`src/rtl/cdm_pkg.sv`:
```
// Shared constants and types for the carry-disregard MAC accumulator.
package cdm_pkg;

    localparam int ACC_W_DEF = 24;   // default accumulator / result width
    localparam int CNT_W     = 8;    // beat counter width
    localparam int PROD_W    = 16;   // 8x8 product width
    localparam int EXACT_LSB = 4;    // product columns below this drop their carries

    typedef logic [CNT_W-1:0]  cnt_t;
    typedef logic [PROD_W-1:0] prod_t;

    localparam cnt_t COUNT_MAX = '1;  // beat count saturates here (255)

endpackage

```
`src/rtl/cdm8_40.sv`:
```
// 8x8 carry-disregard approximate multiplier. The four low result columns
// keep only the parity of their partial-product bits (carries discarded and
// never propagated upward); all higher columns are summed exactly.
module cdm8_40
    import cdm_pkg::*;
(
    input  logic [7:0] a,
    input  logic [7:0] b,
    output prod_t      p
);

    localparam prod_t LOW_MASK = prod_t'((1 << EXACT_LSB) - 1);

    prod_t row;
    prod_t low_x;
    prod_t high_s;

    // Row-wise partial products: XOR the low columns, add the high columns.
    always_comb begin
        row    = '0;
        low_x  = '0;
        high_s = '0;
        for (int j = 0; j < 8; j++) begin
            row    = prod_t'(a & {8{b[j]}}) << j;
            low_x  = low_x ^ (row & LOW_MASK);
            high_s = high_s + (row & ~LOW_MASK);
        end
        p = high_s | low_x;
    end

endmodule

```
`src/rtl/cdm_mac_acc.sv`:
```
// Streaming dot-product accumulator built on the cdm8_40 approximate
// multiplier: S1 operand register, S2 product register, ACC group
// accumulator with a held output register. A pending unaccepted result
// freezes the whole pipeline.
module cdm_mac_acc
    import cdm_pkg::*;
#(
    parameter int ACC_W  = ACC_W_DEF,
    parameter int SAT_EN = 1
) (
    input  logic             clk,
    input  logic             rst_n,
    input  logic             in_valid,
    output logic             in_ready,
    input  logic [7:0]       in_a,
    input  logic [7:0]       in_b,
    input  logic             in_last,
    output logic             out_valid,
    input  logic             out_ready,
    output logic [ACC_W-1:0] out_data,
    output cnt_t             out_count,
    output logic             out_sat
);

    // {carry-out, sum} of accumulator plus zero-extended product
    function automatic logic [ACC_W:0] add_ext(input logic [ACC_W-1:0] acc_v,
                                               input prod_t            prod_v);
        return {1'b0, acc_v} + {{(ACC_W + 1 - PROD_W){1'b0}}, prod_v};
    endfunction

    // Clamp to all-ones on carry-out in saturating mode, else keep wrapped bits
    function automatic logic [ACC_W-1:0] sat_wrap(input logic [ACC_W:0] sum_v);
        if ((SAT_EN != 0) && sum_v[ACC_W])
            return '1;
        return sum_v[ACC_W-1:0];
    endfunction

    // Beat counter increment that sticks at COUNT_MAX
    function automatic cnt_t cnt_inc(input cnt_t c);
        return (c == COUNT_MAX) ? c : c + cnt_t'(1);
    endfunction

    logic             stall;
    logic             accept;

    logic [7:0]       a_p0;
    logic [7:0]       b_p0;
    logic             last_p0;
    logic             vld_p0;

    prod_t            prod_c;
    prod_t            prod_p1;
    logic             last_p1;
    logic             vld_p1;

    logic [ACC_W-1:0] acc_p2;
    cnt_t             cnt_p2;
    logic             sticky_p2;

    logic [ACC_W:0]   sum_c;
    logic [ACC_W-1:0] acc_nxt;
    cnt_t             cnt_nxt;
    logic             sticky_nxt;
    logic             fin_p1;

    assign stall    = out_valid & ~out_ready;
    assign in_ready = ~stall;
    assign accept   = in_valid & in_ready;
    assign fin_p1   = vld_p1 & last_p1;

    // ---- S1: operand capture ----
    // Operand data register, frozen while stalled
    always_ff @(posedge clk) begin
        if (!stall) begin
            a_p0 <= in_a;
            b_p0 <= in_b;
        end
    end

    // S1 valid / last; a beat only counts when the handshake completes
    always_ff @(posedge clk or negedge rst_n) begin
        if (!rst_n) begin
            vld_p0  <= 1'b0;
            last_p0 <= 1'b0;
        end else if (!stall) begin
            vld_p0  <= accept;
            last_p0 <= in_last;
        end
    end

    cdm8_40 u_mul (
        .a (a_p0),
        .b (b_p0),
        .p (prod_c)
    );

    // ---- S2: product register ----
    // Approximate product data, frozen while stalled
    always_ff @(posedge clk) begin
        if (!stall) begin
            prod_p1 <= prod_c;
        end
    end

    // S2 valid / last
    always_ff @(posedge clk or negedge rst_n) begin
        if (!rst_n) begin
            vld_p1  <= 1'b0;
            last_p1 <= 1'b0;
        end else if (!stall) begin
            vld_p1  <= vld_p0;
            last_p1 <= last_p0;
        end
    end

    // ---- ACC: group accumulation ----
    // Next accumulator, sticky overflow flag and count for the S2 beat
    always_comb begin
        sum_c      = add_ext(acc_p2, prod_p1);
        acc_nxt    = sat_wrap(sum_c);
        sticky_nxt = sticky_p2 | sum_c[ACC_W];
        cnt_nxt    = cnt_inc(cnt_p2);
    end

    // Accumulator state; a last beat hands its totals off and restarts at zero
    always_ff @(posedge clk or negedge rst_n) begin
        if (!rst_n) begin
            acc_p2    <= '0;
            cnt_p2    <= '0;
            sticky_p2 <= 1'b0;
        end else if (!stall && vld_p1) begin
            if (last_p1) begin
                acc_p2    <= '0;
                cnt_p2    <= '0;
                sticky_p2 <= 1'b0;
            end else begin
                acc_p2    <= acc_nxt;
                cnt_p2    <= cnt_nxt;
                sticky_p2 <= sticky_nxt;
            end
        end
    end

    // Result register; when not stalled any held result is being taken,
    // so a new group result can load on the same edge without a bubble
    always_ff @(posedge clk or negedge rst_n) begin
        if (!rst_n) begin
            out_valid <= 1'b0;
            out_data  <= '0;
            out_count <= '0;
            out_sat   <= 1'b0;
        end else if (!stall) begin
            out_valid <= fin_p1;
            if (fin_p1) begin
                out_data  <= acc_nxt;
                out_count <= cnt_nxt;
                out_sat   <= sticky_nxt;
            end
        end
    end

endmodule

```
`config.mk`:
```
export PLATFORM = sky130hd
export DESIGN_NAME = cdm_mac_acc
export DESIGN_NICKNAME = d
export VERILOG_FILES = /design/src/rtl/cdm_pkg.sv /design/src/rtl/cdm8_40.sv /design/src/rtl/cdm_mac_acc.sv
export SDC_FILE = /design/constraint.sdc
export NUM_CORES = 1
export LEC_CHECK = 0
export ABC_CLOCK_PERIOD_IN_PS = 13600
export CAP_MARGIN = 25
export CORE_MARGIN = 1
export CORE_UTILIZATION = 25
export CTS_CLUSTER_SIZE = 12
export DETAILED_ROUTE_END_ITERATION = 7
export SYNTH_ARGS = -nofsm -noshare
export SYNTH_HDL_FRONTEND = slang
export SYNTH_SLANG_ARGS = --single-unit
```
`constraint.sdc`:
```
create_clock -name clk -period 13.6 [get_ports clk]
set_clock_uncertainty 0.2 [all_clocks]
set_input_delay 2.72 -clock clk [delete_from_list [all_inputs] [get_ports clk]]
set_output_delay 2.72 -clock clk [all_outputs]
set_load 0.1 [all_outputs]
```
==> results of run 1 <==
## sequential cells by signal, indices dropped and copies added, names as in the netlist, 8 cells and up
name and cells:
a_p0 8, acc_p2 24, b_p0 8, cnt_p2 8
out_count 8, out_data 24, prod_p1 16
## per-stage QoR
step / setup slack (ns) / util [%] / instance area [µm²] / hold slack [ns]
after detailed placement: 6.09 / 28.9 / 7500 / 0.268
final: 6.11 / 30.0 / 7770 / 0.278
after CTS: 6.07 / 30.0 / 7770 / 0.286
after floorplan: 5.99 / - / 6580 / 0.253
after global routing: 6.06 / 30.0 / 7770 / 0.308
after global placement: 6.08 / 28.9 / 7500 / 0.261
## cell families after synthesis
kind of cell	after synthesis	share of synthesized area [%]
fa+ha+maj	76	18.4
mux	9	1.46
simple gates	219	16.0
flops	103	41.6
compound gates	150	14.3
buf+inv	66	3.95
xor+xnor	32	4.26
## final timing paths
path                                     end  slack, ns
worst max-delay path                in_ready       6.11
max in group asynchronous       out_data[22]      10.29
min in group asynchronous        out_data[3]       2.28
worst min-delay path            out_count[2]       0.28
worst max register to register   prod_p1[15]       8.72
worst min register to register  out_count[2]       0.28
## cell usage after synthesis, types with 3 or more instances
cell type  count
a22o_1         3
ha_1          41
nor3_1         5
fa_1          35
inv_1         47
nand4_1        3
and3_1        10
edfxtp_1      32
a21oi_1       39
a21o_1        13
clkbuf_1      14
nor2_1        36
o22a_1         4
mux2i_1        4
o211ai_1       4
nand2_1       92
nand3_1        8
o21bai_1       4
nand2b_1       7
a31oi_1        8
xnor2_1       20
o31ai_1        4
o21a_1         4
o21ai_1       17
dfrtp_1       71
a31o_2         5
and2_1        46
o21ai_0       31
nor2b_1        3
mux2_2         5
xor2_1        12
## worst max-delay path, delay by kind of cell
kind / cells / cell delay [ns]
buffers and inverters: 2 / 1.63
and+or+nand+nor: 1 / 0.22
## layer usage
metal | vias up | track usage [%] | wire length, µm
li1 | 2354 | - | -
met1 | 2325 | 15.9 | 7170
met2 | 101 | 17.8 | 6220
met3 | 10 | 2.27 | 631
met4 | 0 | 3.28 | 150
met5 | - | 0 | 0
## area by class of cell
cell class,count,area share [%]
Inverter,47,2.27
Clock buffer,9,2.90
Clock inverter,6,0.676
Timing Repair Buffer,59,7.43
Sequential cell,103,35.2
Multi-Input combinational cell,486,46.1
Tap cell,335,5.39
==> metrics, run 1 <==
crit path max fanout 2; CP peak stage delay 1.17 ns; actual slew at the worst max-slew pin approximately 1 ns; kind of critical path in -> out; hold_buf cts 0; I/O Pins 56; post-cts sizing count 0; WL/cell 13.6 µm; P&R area growth vs syn 18.1%; Layout fillers 2,673; Avg Vias per Cell 4.58; synthesized flop and latch total about 100; DRC Markers 0; Routed Antenna Nets 0; grt ovf 0; sequential area share after synthesis 41.6%; Critical Path RT between 10 and 15 ns; worst path cell trace clkdlybuf4s50_1 -> nand2b_2 -> clkdlybuf4s50_1; depth of the CTS H-tree 3; Slew headroom between 30 and 40%; initial core utilization 25.4%; cts bufs inserted 9; commonest cells after routing, fill and taps aside nand2_1, dfrtp_1, clkdlybuf4s50_1; antenna violations before repair 0; non-filler instance count after layout 1,045; final setup violation count 0; Site Rows 59; top cells by area, synth dfrtp_1, edfxtp_1, fa_1; buffers inserted by post-CTS timing repair 0; Total Routing Usage GR between 10% and 20%; status complete, no violations; cells after synthesis 655; initial drt markers ~280; HP Class reg -> reg; final wirelength 14,200 µm; crit path from out_ready; area occupied by multi-input gates 3590 µm²; Max Cap Viol 0; dpl hpwl roughly 10,000 µm; Netlist cell types between 50 and 60; Ant. Diodes 0; share of post-route cells with drive strength above 1 4.79%; CTS clk-pin slew, worst paths 0.08 ns; Avg Cell Area, Syn ~10 µm²; # port buffers 55; pins over their slew limit 0; period utilisation layout 55.1%; drt pass-1 iters 5; EDFF count, synth 32; register area 2740 µm²; Synth top area share 27.0%; Core Area 25,900 µm²; CP Data Arrival Time 4.57 ns; Die ar. 27,000 µm²; setup tns final 0 ns; most common cell after layout, fill and taps aside nand2_1; Netlist Area Pre-Place 6580 µm²; Chip Width 164 µm; via count ~4.8k; post-synth top area cell dfrtp_1; vias in the first global route just under 5k; net count after synthesis 752; min-delay src out_count[2]; minimum clock period 7.49 ns; CP Capture Type output pin; RSZ-0062 raised after global routing false; DP Cell Count slightly above 1k; CP Launch Type input port; CP dominant cell by count clkdlybuf4s50_1; reg2reg start a_p0[3]; largest net degree at the start of global routing 72; hold path cells 2; CTS Buffer Depth 2; clock root cell clkbuf_16; FMAX 0.133 GHz; Hold Vio Cnt, Final 0; wire length of the first global-routing pass between 20,000 and 25,000 µm; gpl congestion 0.828; Ys Warns 0; Worst R2R Path Depth 17; Synth async-reset ratio between 60% and 70%; final net count between 800 and 900; Die Y 164 µm; Worst-Skew Late Latency 0.36 ns; slowest stage cell, crit path clkdlybuf4s50_1; CTS tree built; Clock Sinks approximately 100; Main synth FF type dfrtp_1
Power of run 1 is not shown: default switching activity piles up to over one toggle a cycle in this logic, so the estimate is an artifact.
==> run 2: changes to the inputs <==
- ABC_CLOCK_PERIOD_IN_PS: 13600 -> 6900
- clock period: 13.6 -> 6.9 ns (I/O delays scaled with it)
==> metrics, run 2 (synthesized netlist as in run 1, its figures left out) <==
reg2reg start b_p0[5]; CTS clk-pin slew, worst paths 0.08 ns; share of post-route cells with drive strength above 1 5.06%; Clock Sinks 103; final wirelength ~14,000 µm; antenna violations before repair 1; final setup violation count 0; DRC Markers 0; P&R area growth vs syn 19.0%; setup tns final 0 ns; drt pass-1 iters 5; Max Cap Viol 0; post-cts sizing count 0; Site Rows 59; crit path max fanout 2; crit path from out_ready; Chip Width around 160 µm; initial core utilization 25.4%; # port buffers 55; period utilisation layout 69.6%; CTS tree built; vias in the first global route 4,744; Avg Vias per Cell roughly 4.5; depth of the CTS H-tree 3; CP peak stage delay ~1.2 ns; Worst R2R Path Depth 17; minimum clock period 4.80 ns; Routed Antenna Nets 0; pins over their slew limit 0; largest registers acc_p2: 24 flops, out_data: 24 flops, prod_p1: 16 flops; largest net degree at the start of global routing between 70 and 80; Die Y 164 µm; Die ar. 27,000 µm²; worst path cell trace clkdlybuf4s50_1 -> nand2b_2 -> clkdlybuf4s50_1; Slew headroom 30.4%; non-filler instance count after layout around 1.0k; r2r setup slk 2.11 ns; via count 4,693; kind of critical path in -> out; HP Class reg -> reg; CP Data Arrival Time 3.22 ns; status complete, no violations; CP Capture Type output pin; hold_buf cts 0; final net count 804; CTS Buffer Depth 2; CP dominant cell by count clkdlybuf4s50_1; RR Endpoint prod_p1[15]; Critical Path RT approximately 5.3 ns; gpl congestion 0.840; most common cell after layout, fill and taps aside nand2_1; Core Area 25,900 µm²; wire length of the first global-routing pass 23,900 µm; slowest stage cell, crit path clkdlybuf4s50_1; Worst-Skew Late Latency between 0.3 and 0.4 ns; WL/cell 13.5 µm; buffers inserted by post-CTS timing repair 0; I/O Pins 56; cts bufs inserted 9; grt ovf 0; actual slew at the worst max-slew pin roughly 1.0 ns; dpl hpwl 10,400 µm; CP Launch Type input port; Layout fillers 2,712; clock root cell clkbuf_16; Worst Setup EP in_ready; FMAX 0.208 GHz; Ant. Diodes 0; DP Cell Count a little over 1k; min-delay src out_count[3]; Hold Vio Cnt, Final 0; initial drt markers 286; commonest cells after routing, fill and taps aside nand2_1, dfrtp_1, clkdlybuf4s50_1; Total Routing Usage GR 11.4%; RSZ-0062 raised after global routing false
run 2: cell types whose count changed in the layout (fill, tap and decap cells not counted), sizes merged:
cell | previous run | this run
bufinv | 0 | 1
inv | 52 | 51
buf | 5 | 6
clkbuf | 9 | 10
run 2: how the worst min path moves through the flow:
stage	depth (start not counted)	slack (ns)	to
after global routing	2	0.31	out_count[5]
after detailed placement	2	0.27	out_count[2]
after global placement	2	0.26	out_count[3]
after CTS	2	0.29	out_count[2]
final	2	0.28	out_count[3]
after floorplan	2	0.25	acc_p2[10]
run 2: final cells by class:
class | instances | area (µm²) | area share, %
clock inverters | 6 | 78.8 | 1.01
inverters | 47 | 176 | 2.25
clock buffers | 10 | 250 | 3.19
repair buffers | 60 | 586 | 7.47
multi-input cells | 486 | 3590 | 45.8
flip-flops and latches | 103 | 2740 | 34.9
well taps | 335 | 419 | 5.35
run 2: per-layer routing:
metal	GRT usage (%)	wire, µm	up-vias	part of all wire, %
met1	15.8	7240	2239	51
met2	17.7	6140	101	43
met4	3.16	144	0	1.0
met5	0	0	-	0
li1	-	-	2345	-
met3	2.53	607	8	4.3
run 2: per-stage QoR:
step | setup WS [ns] | hold WS (ns) | util [%] | cell area [µm²]
4_1_cts | 2.06 | 0.287 | 30.2 | 7830
2_1_floorplan | 1.97 | 0.253 | - | 6580
6_report | 2.10 | 0.278 | 30.2 | 7830
3_5_place_dp | 2.08 | 0.268 | 29.0 | 7500
3_3_place_gp | 2.07 | 0.262 | 29.0 | 7500
5_1_grt | 1.81 | 0.313 | 30.2 | 7830
run 2: critical path: cells and delay by family:
family,cells,cell delay (ns)
buffers and inverters,2,1.62
and+or+nand+nor,1,0.22
Power of run 2 is left out for the same reason.
